`config.mk`:
```
export PLATFORM = sky130hd
export DESIGN_NAME = bcd_seg_display
export DESIGN_NICKNAME = d
export VERILOG_FILES = /design/src/rtl/bcd_seg_display.sv
export SDC_FILE = /design/constraint.sdc
export NUM_CORES = 1
export LEC_CHECK = 0
export BUFFER_PORTS_ARGS = -buffer_cell sky130_fd_sc_hd__buf_2
export CORE_MARGIN = 4
export CORE_UTILIZATION = 57
export DETAILED_ROUTE_END_ITERATION = 10
export PLACE_DENSITY = 0.77
export SKIP_LAST_GASP = 1
export SYNTH_ARGS = -nofsm -noshare
export SYNTH_HDL_FRONTEND = slang
export SYNTH_SLANG_ARGS = --single-unit
```
`constraint.sdc`:
```
create_clock -name clk -period 4.7 [get_ports clk]
set_input_delay 0.47 -clock clk [delete_from_list [all_inputs] [get_ports clk]]
set_output_delay 0.47 -clock clk [all_outputs]
set_load 0.01 [all_outputs]
```
`src/rtl/bcd_seg_display.sv`:
```
// bcd_seg_display: sequential binary-to-seven-segment display engine.
// Converts a W_DATA-bit signed/unsigned operand into N_DIGITS BCD digits
// using one double-dabble shift per clock, then registers active-low
// segment codes plus a separate sign digit.
// Optional feature macro: BCD_SEG_DISPLAY_LZB_EN (leading-zero blanking).
//
// state     | meaning
// ----------+-------------------------------------------------------------
// IDLE      | waiting for start_i; display holds the last result
// PROCESING | W_DATA double-dabble shifts, one per clock
// READY     | one cycle; its exit edge registers the display and ready_o
// CLEAR     | one cycle; its exit edge blanks the display and drops ovf_o
module bcd_seg_display #(
  parameter int W_DATA   = 16,
  parameter int N_DIGITS = 5
) (
  input  logic                  clk,
  input  logic                  rst_n,
  input  logic                  start_i,
  input  logic                  clear_i,
  input  logic                  signed_i,
  input  logic [W_DATA-1:0]     data_i,
  output logic                  busy_o,
  output logic                  ready_o,
  output logic                  ovf_o,
  output logic [6:0]            sign_seg_o,
  output logic [7*N_DIGITS-1:0] seg_o
);

  localparam int NB = N_DIGITS + 1;        // extra top nibble flags overflow
  localparam int BW = 4 * NB;
  localparam int CW = $clog2(W_DATA + 1);

  typedef enum logic [1:0] {IDLE, PROCESING, READY, CLEAR} state_e;

  typedef enum logic [6:0] {
    ZERO  = 7'b1000000,
    ONE   = 7'b1111001,
    TWO   = 7'b0100100,
    TREE  = 7'b0110000,
    FOUR  = 7'b0011001,
    FIVE  = 7'b0010010,
    SIX   = 7'b0000010,
    SEVEN = 7'b1111000,
    EIGHT = 7'b0000000,
    NINE  = 7'b0010000,
    SIGN  = 7'b0111111,
    OFF   = 7'b1111111
  } sgmnt_e;

  state_e                 state, state_nxt;
  logic [W_DATA-1:0]      mag;
  logic [BW-1:0]          bcd, bcd_adj;
  logic [CW-1:0]          cnt;
  logic                   neg;
  logic                   ovf_acc;
  logic                   ovf_now;
  logic [7*N_DIGITS-1:0]  seg_next;
  logic [6:0]             sign_q;
  logic [7*N_DIGITS-1:0]  seg_q;
  logic                   ovf_q;
  logic                   ready_q;

  function automatic logic [6:0] nib2seg(input logic [3:0] n);
    logic [6:0] code;
    case (n)
      4'd0:    code = ZERO;
      4'd1:    code = ONE;
      4'd2:    code = TWO;
      4'd3:    code = TREE;
      4'd4:    code = FOUR;
      4'd5:    code = FIVE;
      4'd6:    code = SIX;
      4'd7:    code = SEVEN;
      4'd8:    code = EIGHT;
      4'd9:    code = NINE;
      default: code = OFF;
    endcase
    return code;
  endfunction

  // State register
  always_ff @(posedge clk or negedge rst_n) begin
    if (!rst_n) state <= IDLE;
    else        state <= state_nxt;
  end

  // Next-state logic; clear_i overrides everything, including start_i
  always_comb begin
    state_nxt = state;
    if (clear_i) begin
      state_nxt = CLEAR;
    end else begin
      case (state)
        IDLE:      if (start_i) state_nxt = PROCESING;
        PROCESING: if (cnt == CW'(W_DATA)) state_nxt = READY;
        READY:     state_nxt = IDLE;
        CLEAR:     state_nxt = IDLE;
        default:   state_nxt = IDLE;
      endcase
    end
  end

  // FSM outputs
  always_comb begin
    busy_o = (state == PROCESING) || (state == READY);
  end

  // Double-dabble correction: add 3 to every nibble that is 5 or more
  always_comb begin
    bcd_adj = bcd;
    for (int i = 0; i < NB; i++) begin
      if (bcd[4*i +: 4] >= 4'd5) bcd_adj[4*i +: 4] = bcd[4*i +: 4] + 4'd3;
    end
  end

  // Any non-zero top nibble seen during or after the shifts means the
  // magnitude cannot fit in N_DIGITS digits
  assign ovf_now = ovf_acc | (|bcd[BW-1 -: 4]);

  // Digit codes presented to the display register on the READY exit edge
  always_comb begin
`ifdef BCD_SEG_DISPLAY_LZB_EN
    logic lead;
    lead = 1'b1;
`endif
    seg_next = '1;
    for (int i = N_DIGITS - 1; i >= 0; i--) begin
      if (ovf_now) begin
        seg_next[7*i +: 7] = SIGN;
`ifdef BCD_SEG_DISPLAY_LZB_EN
      end else if (lead && (bcd[4*i +: 4] == 4'd0) && (i != 0)) begin
        seg_next[7*i +: 7] = OFF;
      end else begin
        seg_next[7*i +: 7] = nib2seg(bcd[4*i +: 4]);
        lead = 1'b0;
      end
`else
      end else begin
        seg_next[7*i +: 7] = nib2seg(bcd[4*i +: 4]);
      end
`endif
    end
  end

  // Conversion datapath: operand capture and shift/add iteration
  always_ff @(posedge clk or negedge rst_n) begin
    if (!rst_n) begin
      mag     <= '0;
      bcd     <= '0;
      cnt     <= '0;
      neg     <= 1'b0;
      ovf_acc <= 1'b0;
    end else begin
      case (state)
        IDLE: begin
          if (start_i && !clear_i) begin
            // A set MSB in signed mode implies a non-zero magnitude, so the
            // sign flag can never describe a negative zero.
            neg     <= signed_i & data_i[W_DATA-1];
            mag     <= (signed_i & data_i[W_DATA-1]) ?
                       (~data_i) + {{(W_DATA-1){1'b0}}, 1'b1} : data_i;
            bcd     <= '0;
            cnt     <= '0;
            ovf_acc <= 1'b0;
          end
        end
        PROCESING: begin
          if (cnt != CW'(W_DATA)) begin
            bcd     <= {bcd_adj[BW-2:0], mag[W_DATA-1]};
            mag     <= {mag[W_DATA-2:0], 1'b0};
            cnt     <= cnt + CW'(1);
            ovf_acc <= ovf_acc | (|bcd_adj[BW-1 -: 4]);
          end
        end
        default: ;
      endcase
    end
  end

  // Display registers: loaded on READY exit, blanked on CLEAR exit, else held
  always_ff @(posedge clk or negedge rst_n) begin
    if (!rst_n) begin
      seg_q   <= '1;
      sign_q  <= OFF;
      ovf_q   <= 1'b0;
      ready_q <= 1'b0;
    end else begin
      ready_q <= 1'b0;
      if (state == READY && !clear_i) begin
        seg_q   <= seg_next;
        sign_q  <= neg ? SIGN : OFF;
        ovf_q   <= ovf_now;
        ready_q <= 1'b1;
      end else if (state == CLEAR) begin
        seg_q   <= '1;
        sign_q  <= OFF;
        ovf_q   <= 1'b0;
      end
    end
  end

  assign seg_o      = seg_q;
  assign sign_seg_o = sign_q;
  assign ovf_o      = ovf_q;
  assign ready_o    = ready_q;

endmodule
```
==> results.txt, run 1 <==
Summed over all layers, the routed wires come to 12000 µm. In the layout the commonest cells are buf_2 (58), a21oi_1 (51), dfrtp_1 (51). The tools report the clock latency of the later-clocked register in the worst-skew pair as 350 ps. The clock tree synthesis step divided the H-tree into 3 levels.

Synthesis handed over a netlist of 565 instances. Cell with the largest stage delay on the worst path: ha_1. Setup violations remaining at the end of the flow were counted as 0. Counting flops and latches in the post-synthesis netlist gives 87. The kind of launch point of the worst setup path was a flip-flop. The cell leakage power is 2.50 nW. Global-route usage over all layers: 0.220. The run finished with clean final reports. The first detailed-routing pass took 5 iterations. The number of global-route vias before repair is 4194, and the first-pass GRT wire length is 20200 µm. Port buffering added 59 buffers. Measured along the x axis, the die boundary spans 105 µm. The filler cells instantiated in the layout total 760. Timing would allow up to 362 MHz. The max capacitance violation total is 0. Entering global routing, the biggest net connects 88 pins. The run gives 1940 ps as the smallest setup slack after layout.

The power share of the combinational group came out at 0.442. Across all register-to-register paths, the minimum setup slack is 1940 ps. Setup repair after global routing left no endpoint under its margin. The largest fanout on the critical path is 20. The cell count of the worst reg-to-reg path is 7, and the buffer and inverter count on the worst path is 3. Dividing the detail-routed via count by the number of cells gives 6.08. Clock tree synthesis selected as its root buffer the cell clkbuf_8.

For this run, the post-layout net count is 665. Sorting the synthesized cells by area gives the leading types as dfrtp_1 (24%), dfstp_2 (18%), ha_1 (9.4%), a21oi_1 (4.8%), o21ai_0 (4.2%). The fraction of power spent switching nets came out at 0.423. The die covers 11000 µm².

The longest clock path from root to sink contains 2 buffers. The fraction of power consumed by sequential logic was 0.411. The post-CTS setup-driven buffer insertion count is 0. TritonCTS built the clock tree. The congestion estimate from routability-driven global placement came to 0.853. The longest individual stage delay on the worst path was 630 ps. The floorplan step defined a core boundary enclosing 9150 µm². In this run the cell area of the synthesized design comes to 5330 µm². Layout cell share with drive strength beyond 1: 0.204.

The first routing iteration left 226 violations. The count of nets left with antenna violations once routing finished came out at 0. After layout, the design draws a total of 3.08 mW. After layout, the minimum clock period comes to 2760 ps.

The repair_antennas step left the layout with diodes totalling 0. The die outline height came out at 105 µm. The part of the cycle the worst path needs came out at 0.587. For the Yosys warning count, the log shows 0. The synthesized design contains 0 enable-type register cells.

66 I/O pins were placed. The type of destination of the critical path is a flip-flop. In this design, the largest share of critical-path delay is due to compound AO/OA/AOI/OAI gates.

After detailed routing, the number of remaining DRC violations is 0. The library cell occupying the most area in the post-synthesis netlist was dfrtp_1. The cell with the most instances on the worst path is inv_1. The tools report the minimum setup slack after placement as 1980 ps. The synthesized netlist contains 64 unique library cells. Traced cell by cell, the critical path runs through inv_1 > ha_1 > inv_1 > a211oi_2 > buf_4 > o21ai_0 > a21oi_1.

For the maximum vdd drop, the log shows 223 µV. After routing, the total negative slack on setup checks comes to 0 ps. The total via count after detailed routing is 4375.

The class of the tightest hold or removal check is in -> async. Number of hold violations in the final report: 0. The net switching power of the design is 1.30 mW. In the final routed layout, each cell accounts on average for 16.6 µm. The tools report the residual overflow from global routing as 0. The proportion of register bits with asynchronous set or reset after synthesis is 1.00. The capture instance of the worst register-to-register path was bcd[7]. The most common cell after layout, fill and taps aside is buf_2. The sequential-to-total area share from yosys stat was 0.417. The internal power summed over all cells is 1.77 mW.

The critical path in this run is classified as reg -> reg. The number of cell rows was 35; the normalized max-slew margin was 0.294. A synthesized cell averages 9.44 µm².

The run gives 0 as the number of antenna violations at the first check in global routing. The post-cts resize count was 0; the max-slew violation total from the final report was 0. The final-layout worst hold slack was 307 ps; the effective utilization at floorplan was 0.583. The most used flip-flop cell after synthesis is dfrtp_1. The power share of the clock group is 0.147. For the worst setup path, the data arrival time is 3030 ps. The cell area power density was 534 nW/µm². The HPWL reported at the end of detailed placement is 8390 µm, and the area growth from synthesis to final layout is 7.98%. STA puts the critical path data required time at 4970 ps. After clock tree synthesis, the flow added hold-fix buffers numbering 0. The setup skew after layout was 13.9 ps. The startpoint identified for the worst register-to-register timing path is state[1]. Clock-pin slew was measured on the worst setup and hold paths at 80 ps. The clock net in this run drives a total of 87 sinks. The share of the synthesized area in the top cell type is 0.239, and the pin slew with the least headroom to its limit is 1060 ps. The number of clock buffers added by TritonCTS is 9.
## metrics by stage
stage	std cells	instance area, µm²	utilization
finish	720	5760	0.629
CTS	720	5760	0.629
global placement	704	5600	0.612
floorplan	570	5350	-
detailed placement	704	5600	0.612
global route	720	5760	0.629
## cell type report
class                      instances  area, µm²  area share
clock inverter                     5       26.3     0.00456
clock buffer                      11        131      0.0228
sequential                        87       2220       0.386
multi-input combinational        414       2810       0.488
tap                              111        139      0.0241
inverter                          31        116      0.0202
timing repair buffer              61        313      0.0543
## layer usage
layer,track usage,vias up,part of all wire
li1,-,2096,-
met2,0.352,130,0.47
met4,0.0647,0,0.013
met5,0,-,0
met3,0.0309,16,0.049
met1,0.311,2133,0.47
## state kept, by name, summed over array words and instances, names as in the netlist
signal      count
seg_o          35
bcd            24
mag            16
cnt             5
state           2
neg             1
ovf_acc         1
ovf_o           1
ready_o         1
sign_seg_o      1
## cells in the mapped netlist, types with 2 or more instances
master      n
a211o_1     3
a211oi_1    5
a21o_1      3
a21oi_1    51
a22o_1     10
a22oi_1    11
a31oi_1     9
a41oi_1     2
and2_1      6
and3_1      3
and4_1      2
buf_2       9
buf_4       7
buf_6       3
clkbuf_1   19
dfrtp_1    51
dfstp_2    36
ha_1       40
inv_1      31
mux2i_1    13
nand2_1    33
nand2b_1   12
nand3_1     8
nand3b_1    4
nor2_1     46
nor2b_1     4
nor3_1      6
nor3_2      2
nor3b_1     8
o2111ai_1   2
o211ai_1    2
o21a_1      2
o21ai_0    45
o21bai_1    2
o221ai_1    2
o22a_1     14
o22ai_1    15
o311ai_0    2
or2_2       2
or3_1       2
xnor2_1    15
## worst register-to-register path, cell delays in order, from the launching register on
cell and delay (ps):
dfrtp_1 420, inv_1 100, ha_1 630, inv_1 390
a211oi_2 600, buf_4 300, o21ai_0 100, a21oi_1 160
## logic make-up (layout without fill, tap and decap cells)
kind of cell / after synthesis / in the layout / synth area share
and+or+nand+nor: 149 / 149 / 0.148
xor gates and xnor gates: 15 / 15 / 0.0246
adders and majority gates: 40 / 40 / 0.0939
DFF: 87 / 87 / 0.417
AOI/OAI and AO/OA: 190 / 190 / 0.230
other: 1 / 6 / 0.000703
muxes: 14 / 14 / 0.0265
buffers and inverters: 69 / 108 / 0.0598
## worst max-delay path by stage
stage,cells after the start,slack (ps),start,end
after floorplan,8,2880,state[0],mag[9]
after global placement,7,2140,state[1],bcd[7]
after detailed placement,7,1980,state[1],bcd[7]
after CTS,7,1950,state[1],bcd[7]
after global routing,7,1690,state[1],bcd[7]
final,7,1940,state[1],bcd[7]
## power groups by stage
stage	combinational (mW)	sequential (mW)	clock [mW]
after global placement	1.29	1.25	0
after floorplan	1.10	1.16	0
final	1.36	1.27	0.452
after global routing	1.53	1.31	0.497
after CTS	1.36	1.26	0.462
after detailed placement	1.35	1.27	0
Power figures use the tool's default switching activity.
==> inputs of run 2 (changes only) <==
==> constraint.sdc (replaced) <==
create_clock -name clk -period 2.9 [get_ports clk]
set_input_delay 0.29 -clock clk [delete_from_list [all_inputs] [get_ports clk]]
set_output_delay 0.29 -clock clk [all_outputs]
set_load 0.01 [all_outputs]
==> run 2 against run 1 <==
  * Combinational power is 62% higher
  * Non-clock buffer count rose by 8
  * Die area unchanged
  * Power up 66%
  * Register-to-register slack worse by 1600 ps
  * Hold slack worse by 190 ps
  * Critical path type unchanged
  * Highest routed layer unchanged
==> results.txt, run 2 (synthesis gave the netlist of run 1 again) <==
The clock period minus worst slack is 2520 ps (was 2760 ps), and the cell area power density is 870 nW/µm² (was 534 nW/µm²). The run gives 3 (unchanged) as the H-tree depth. The area taken by multi-input logic gates was 2810 µm² (unchanged); the HPWL reported at the end of detailed placement was 8480 µm (was 8390 µm). For the fill cell total of the finished layout, the log shows 760 (unchanged).

The layout cell share with drive strength beyond 1 was 0.217 (was 0.204). The largest fanout on the critical path came out at 21 (was 20). The cell count of the worst reg-to-reg path was 6 (was 7). The tools report the kind of launch point of the worst setup path as a flip-flop (unchanged). The launching point of the worst reg2reg path is state[1] (unchanged). The final count of negative-setup-slack endpoints is 0 (unchanged). The first-pass GRT wire length is 19800 µm (was 20200 µm). Leading cell types in the layout, fill and taps excluded: buf_2 (58), a21oi_1 (51), dfrtp_1 (51) (unchanged).

For the total negative slack for setup checks, the log shows 0 ps (unchanged). Routed wire length: 11700 µm (was 12000 µm). The effective utilization at floorplan was 0.583 (unchanged). The number of buffers added by the clock tree synthesis step was 9 (unchanged). Last element of the critical path: cnt[3] (was bcd[7]). The longest individual stage delay on the worst path was 600 ps (was 630 ps); the normalized max-slew margin was 0.321 (was 0.294). The clock-pin slew reported for the worst setup and hold paths after clock tree synthesis works out to 90 ps (was 80 ps). Cell with the largest stage delay on the worst path: ha_1 (unchanged). The maximum number of pins on one net before global-route repair was 84 (was 88). The run finished with clean final reports.

The maximum clock insertion buffer count was 2 (unchanged). The routed wirelength normalized by instance count is 16.1 µm (was 16.6 µm), and the global-route usage over all layers is 0.219 (was 0.220). The area growth from synthesis to final layout is 9.83% (was 7.98%), and the pin slew with the least headroom to its limit is 1020 ps (was 1060 ps).

The die outline area came out at 11000 µm² (unchanged). The critical path required time is 3190 ps (was 4970 ps), and the max capacitance violation total is 0 (unchanged). For the max-slew violation total from the final report, the log shows 0 (unchanged).

The number of global-route vias before repair was 4149 (was 4194); the horizontal die dimension was 105 µm (unchanged). The run gives 4291 (was 4375) as the total via count after detailed routing. The tools report the post-cts hold buffer count as 0 (unchanged). The logs give 66 (unchanged) for the boundary pin count and 2810 ps (was 3030 ps) for the data arrival time of the worst path. The tools report the final layout net count as 673 (was 665). The maximum vdd drop was 319 µV (was 223 µV).

The tools report the global placer's final weighted congestion as 0.882 (was 0.853). Start-to-end type of the worst setup path: reg -> reg (unchanged). The remaining number of nets flagged by the antenna check after routing is 0 (unchanged). The number of flip-flops under the largest register name works out to 35 (unchanged). The placeable core region was 9150 µm² (unchanged).

Setup repair after global routing left no endpoint under its margin. The part of the cycle the worst path needs came out at 0.870 (was 0.587). The clock tree root buffer cell is clkbuf_8 (unchanged). The total clock sinks was 87 (unchanged).

TritonCTS built the clock tree. The clock latency of the later-clocked register in the worst-skew pair was 370 ps (was 350 ps); the number of cell rows was 35 (unchanged). Setup skew after layout: 11.2 ps (was 13.9 ps). The number of diodes was 0 (unchanged). Sequence of cells on the critical path: inv_1 > ha_1 > nand2b_2 > a22o_1 > or3_1 > a21oi_1 (was inv_1 > ha_1 > inv_1 > a211oi_2 > buf_4 > o21ai_0 > a21oi_1). The sequential cell area in the final layout was 2220 µm² (unchanged). The logs give 0 (unchanged) for the post-cts resize count and 5.09 mW (was 3.08 mW) for the overall power consumption. The tools report the detailed-router iteration count before antenna repair as 4 (was 5). The upper clock frequency limit was 396 MHz (was 362 MHz).

The number of hold violations in the final report came out at 0 (unchanged). The most common cell after layout, fill and taps aside was buf_2 (unchanged). The cell leakage power is 2.54 nW (was 2.50 nW). The post-CTS setup-driven buffer insertion count is 0 (unchanged), and the DRC violation total after the first TritonRoute iteration is 268 (was 226). Via count normalized by instance count: 5.89 (was 6.08). The capture instance of the worst register-to-register path is cnt[3] (was bcd[7]). The residual overflow from global routing came out at 0 (unchanged). The type of destination of the critical path was a flip-flop (unchanged).

The reg-to-reg setup timing slack came out at 380 ps (was 1940 ps). The class of the tightest hold or removal check was in -> async (unchanged). For the number of remaining DRC errors, the log shows 0 (unchanged).

The tools report the number of antenna violations at the first check in global routing as 0 (unchanged). The number of buffers added on ports is 59 (unchanged). The start point of the critical path is state[1] (unchanged).

The die outline height came out at 105 µm (unchanged).
-- run 2: cell types whose count changed in the layout (fill, tap and decap cells not counted), sizes merged --
cell      previous run  this run
clkinv               4         3
clkbuf              11         9
clkinvlp             0         2
bufinv               0         1
buf                 61        69
-- run 2: worst min-delay path by stage --
stage,endpoint,slack (ps),from
3_3_place_gp,sign_seg_o[6],410,neg
4_1_cts,bcd[16],140,rst_n
5_1_grt,state[0],170,clear_i
6_report,mag[9],110,rst_n
2_1_floorplan,bcd[0],-6,rst_n
3_5_place_dp,sign_seg_o[6],420,neg
-- run 2: where the power goes --
part | switching [mW] | internal [mW] | total, mW
registers | 0.448 | 1.60 | 2.04
logic | 1.21 | 0.984 | 2.20
clock network | 0.455 | 0.399 | 0.854
-- run 2: worst max-delay path, delay by kind of cell (launching register included) --
| kind | cells | cell delay, ps |
|---|---|---|
| AOI/OAI and AO/OA | 2 | 680 |
| adders and majority gates | 1 | 600 |
| buffers and inverters | 1 | 100 |
| DFF | 1 | 430 |
| and+or+nand+nor | 2 | 640 |
-- run 2: final cells by class --
type	count	area share
Inverter	31	0.0199
Timing Repair Buffer	69	0.0637
Clock buffer	9	0.0211
Tap cell	111	0.0237
Multi-Input combinational cell	414	0.480
Sequential cell	87	0.379
Clock inverter	7	0.0124
-- run 2: per-stage QoR --
stage	area (µm²)	utilization	setup WS [ps]	instances	hold WS, ps
floorplan	5350	-	1080	570	-5.59
global placement	5660	0.618	510	712	411
detailed placement	5660	0.618	390	712	425
CTS	5860	0.640	402	728	135
global route	5860	0.640	214	728	172
finish	5860	0.640	378	728	114
-- run 2: routing by layer --
layer / up-vias / share of wire / GRT usage
li1: 2109 / - / -
met1: 2075 / 0.46 / 0.295
met2: 94 / 0.49 / 0.365
met3: 13 / 0.041 / 0.0284
met4: 0 / 0.012 / 0.0722
met5: - / 0 / 0
==> inputs of run 3 (changes only) <==
--- a/config.mk
+++ b/config.mk
@@ -5,6 +5,7 @@
 export SDC_FILE = /design/constraint.sdc
 export NUM_CORES = 1
 export LEC_CHECK = 0
+export ABC_AREA = 1
 export BUFFER_PORTS_ARGS = -buffer_cell sky130_fd_sc_hd__buf_2
 export CORE_MARGIN = 4
 export CORE_UTILIZATION = 57
==> run 3 against run 2 <==
  * Sequential share of layout area rose by 0.081 points
  * Register-to-register slack gained 210 ps
  * Design area fell by 0.21%
  * Clock skew barely moved
  * Sequential power increased by 8%
  * Clock power about the same
==> results.txt, run 3 <==
The part of the cycle the worst path needs is 0.796 (was 0.870), and the Yosys warning count is 0 (unchanged). Maximum clock insertion buffer count: 2 (unchanged). The layout cell share with drive strength beyond 1 is 0.171 (was 0.217).

Cell count after synthesis: 679 (was 565). TritonCTS built the clock tree. The detailed-router iteration count before antenna repair was 4 (unchanged); the HPWL reported at the end of detailed placement was 8360 µm (was 8480 µm). The leading cell type by number of instances after synthesis was nand2_1. The class of the tightest hold or removal check is in -> async (unchanged).

For the final count of negative-setup-slack endpoints, the log shows 0 (unchanged). The cell with the most instances on the worst path is inv_1. The boundary pin count is 66 (unchanged).

Longest individual stage delay on the worst path: 420 ps (was 600 ps). Leading cell types in the layout, fill and taps excluded: nand2_1 (124), inv_1 (92), o21ai_0 (83) (was buf_2 (58), a21oi_1 (51), dfrtp_1 (51)). Launching point of the worst reg2reg path: state[1] (unchanged). Max capacitance violation total: 0 (unchanged). The number of buffers added by the clock tree synthesis step is 9 (unchanged), and the horizontal die dimension is 105 µm (about the same). The post-cts hold buffer count was 0 (unchanged). The area growth from synthesis to final layout was 9.73% (was 9.83%). The proportion of register bits with asynchronous set or reset after synthesis was 1.00 (unchanged); the number of global-route vias before repair was 4391 (was 4149). The number of cell rows came out at 35 (unchanged). Leading cell types by count after synthesis: nand2_1 (124), inv_1 (92), o21ai_0 (83) (was a21oi_1 (51), dfrtp_1 (51), nor2_1 (46)).

For the H-tree depth, the log shows 3 (unchanged). The start-to-end type of the worst setup path is reg -> reg (unchanged). For the met1 routing resource usage after global routing, the log shows 0.276 (was 0.295).

The flow ran to the end, and the final reports show no timing, DRC or antenna violations. The routed wire length came out at 11600 µm (was 11700 µm). The global placer's final weighted congestion came out at 0.922 (was 0.882).

Type of destination of the critical path: a flip-flop (unchanged). The data arrival time of the worst path was 2520 ps (was 2810 ps); the total clock sinks was 87 (unchanged). Sequence of cells on the critical path: inv_1 > ha_1 > nand4_1 > nand2_4 > clkinv_4 > nand2_2 > inv_1 > nand2_1 > o221ai_1 (was inv_1 > ha_1 > nand2b_2 > a22o_1 > or3_1 > a21oi_1). The pin slew with the least headroom to its limit was 1050 ps (was 1020 ps); the via count normalized by instance count was 5.44 (was 5.89). The post-cts resize count came out at 0 (unchanged). The most common cell after layout, fill and taps aside was nand2_1 (was buf_2).

The number of remaining DRC errors came out at 0 (unchanged). The kind of launch point of the worst setup path was a flip-flop (unchanged). The run gives 350 ps (was 370 ps) as the clock latency of the later-clocked register in the worst-skew pair. The last element of the critical path was mag[1] (was cnt[3]).

The peak-usage layer in the global routing report was met2 (unchanged). The cell with the largest stage delay on the worst path was dfrtp_1 (was ha_1). The flip-flop and latch count after synthesis is 87 (unchanged), and the critical path required time is 3110 ps (was 3190 ps).

The total negative slack for setup checks was 0 ps (unchanged); the largest fanout on the critical path was 36 (was 21). The maximum number of pins on one net before global-route repair is 88 (was 84). For the cell leakage power, the log shows 2.78 nW (was 2.54 nW). For the number of hold violations in the final report, the log shows 0 (unchanged). The primary flip-flop cell chosen by synthesis mapping was dfrtp_1 (unchanged).

For the die outline area, the log shows 11000 µm² (about the same). The run gives 6.06 mW (was 5.09 mW) as the overall power consumption. The number of antenna violations at the first check in global routing is 0 (unchanged), and the cell count of the worst reg-to-reg path is 9 (was 6). The start point of the critical path was state[1] (unchanged). The total stage count of the critical path is 9 (was 6). The placeable core region came out at 9150 µm² (unchanged).

The routed wirelength normalized by instance count came out at 13.7 µm (was 16.1 µm). Leading post-synthesis cells by cell area: dfrtp_1 (24%), dfstp_2 (18%), ha_1 (9.4%), nand2_1 (8.7%), o21ai_0 (7.8%) (was dfrtp_1 (24%), dfstp_2 (18%), ha_1 (9.4%), a21oi_1 (4.8%), o21ai_0 (4.2%)). The tools report the netlist area before placement as 5330 µm² (about the same). Setup repair after global routing left no endpoint under its margin. The post-synthesis area per instance was 7.84 µm² (was 9.44 µm²); the setup skew after layout was 11.0 ps (was 11.2 ps). Share of the synthesized area in the top cell type: 0.240 (was 0.239). For the max-slew violation total from the final report, the log shows 0 (unchanged). The run gives 0.582 (was 0.583) as the effective utilization at floorplan.

Gate family responsible for the most delay along the worst path: simple AND/OR/NAND/NOR gates (was compound AO/OA/AOI/OAI gates). The logs give 4606 (was 4291) for the total via count after detailed routing and 0 (unchanged) for the post-CTS setup-driven buffer insertion count. The global-route usage over all layers was 0.217 (was 0.219); the number of synthesized flops with an enable pin was 0 (unchanged). The logs give 0.300 (was 0.321) for the normalized max-slew margin and 0.0358 (was 0.0284) for the met3 track demand over resource in global routing. Number of diodes: 0 (unchanged). Residual overflow from global routing: 0 (unchanged).

The tools report the number of distinct library cells after synthesis as 43 (was 64). The met2 track demand over resource was 0.377 (was 0.365). The capture instance of the worst register-to-register path is mag[1] (was cnt[3]). The clock tree root buffer cell was clkbuf_8 (unchanged). The sequential-to-total area share from yosys stat was 0.417 (about the same); the clock-pin slew reported for the worst setup and hold paths after clock tree synthesis was 90 ps (about the same). The buffer and inverter count on the worst path came out at 3 (was 1).

The final layout net count is 792 (was 673). The cell area power density is 1040 nW/µm² (was 870 nW/µm²), and the number of flip-flops under the largest register name is 35 (unchanged). Clock period minus worst slack: 2310 ps (was 2520 ps).

The tools report the DRC violation total after the first TritonRoute iteration as 195 (was 268). The number of buffers added on ports was 59 (unchanged); the reg-to-reg setup timing slack was 590 ps (was 380 ps). The tools report the upper clock frequency limit as 433 MHz (was 396 MHz).

The library cell occupying the most area in the post-synthesis netlist was dfrtp_1 (unchanged). The die outline height came out at 105 µm (about the same). The first-pass GRT wire length came out at 19900 µm (was 19800 µm). The run gives 0 (unchanged) as the remaining number of nets flagged by the antenna check after routing. The maximum vdd drop came out at 375 µV (was 319 µV).
-- run 3: cells by family after synthesis --
family | Yosys count | synth area share
and+or+nand+nor | 251 | 0.198
AOI/OAI and AO/OA | 171 | 0.181
buffers and inverters | 122 | 0.0980
DFF | 87 | 0.417
adders and majority gates | 40 | 0.0940
xor gates and xnor gates | 7 | 0.0115
other | 1 | 0.000704
-- run 3: worst reg2reg max path: stages (launching register included) --
cell	delay, ps
dfrtp_1	420
inv_1	100
ha_1	370
nand4_1	210
nand2_4	230
clkinv_4	260
nand2_2	260
inv_1	140
nand2_1	90
o221ai_1	110
-- run 3: worst min path at each step --
stage | to | slack (ps)
3_5_place_dp | sign_seg_o[6] | 430
5_1_grt | state[0] | 210
3_3_place_gp | sign_seg_o[6] | 420
4_1_cts | bcd[14] | 170
2_1_floorplan | bcd[0] | -6
6_report | bcd[14] | 130
-- run 3: cell type report --
| cell class | instances | area (µm²) |
|---|---|---|
| Clock inverter | 4 | 45.0 |
| Multi-Input combinational cell | 475 | 2600 |
| Tap cell | 111 | 139 |
| Fill cell | 806 | 3310 |
| Clock buffer | 11 | 153 |
| Timing Repair Buffer | 61 | 313 |
| Inverter | 97 | 372 |
| Sequential cell | 87 | 2220 |
-- run 3: through the flow --
step                      setup WS (ps)  cells  hold slack (ps)   util  cell area [µm²]
after detailed placement            648    831              431  0.617             5650
after CTS                           602    846              172  0.639             5840
after global placement              740    831              425  0.617             5650
final                               592    846              129  0.639             5840
after floorplan                    1300    684            -5.59      -             5350
after global routing                330    846              208  0.639             5840
-- run 3: power by group --
group	leakage (nW)	internal (mW)	switching [mW]
Sequential	1.05	1.84	0.351
Clock	0.104	0.442	0.409
Combinational	1.62	1.04	1.98
Total	2.78	3.32	2.74
-- run 3: per-layer routing --
metal	up-vias	wire, µm
met5	-	0
met4	0	181
met3	16	573
met2	129	5630
met1	2133	5240
li1	2328	-
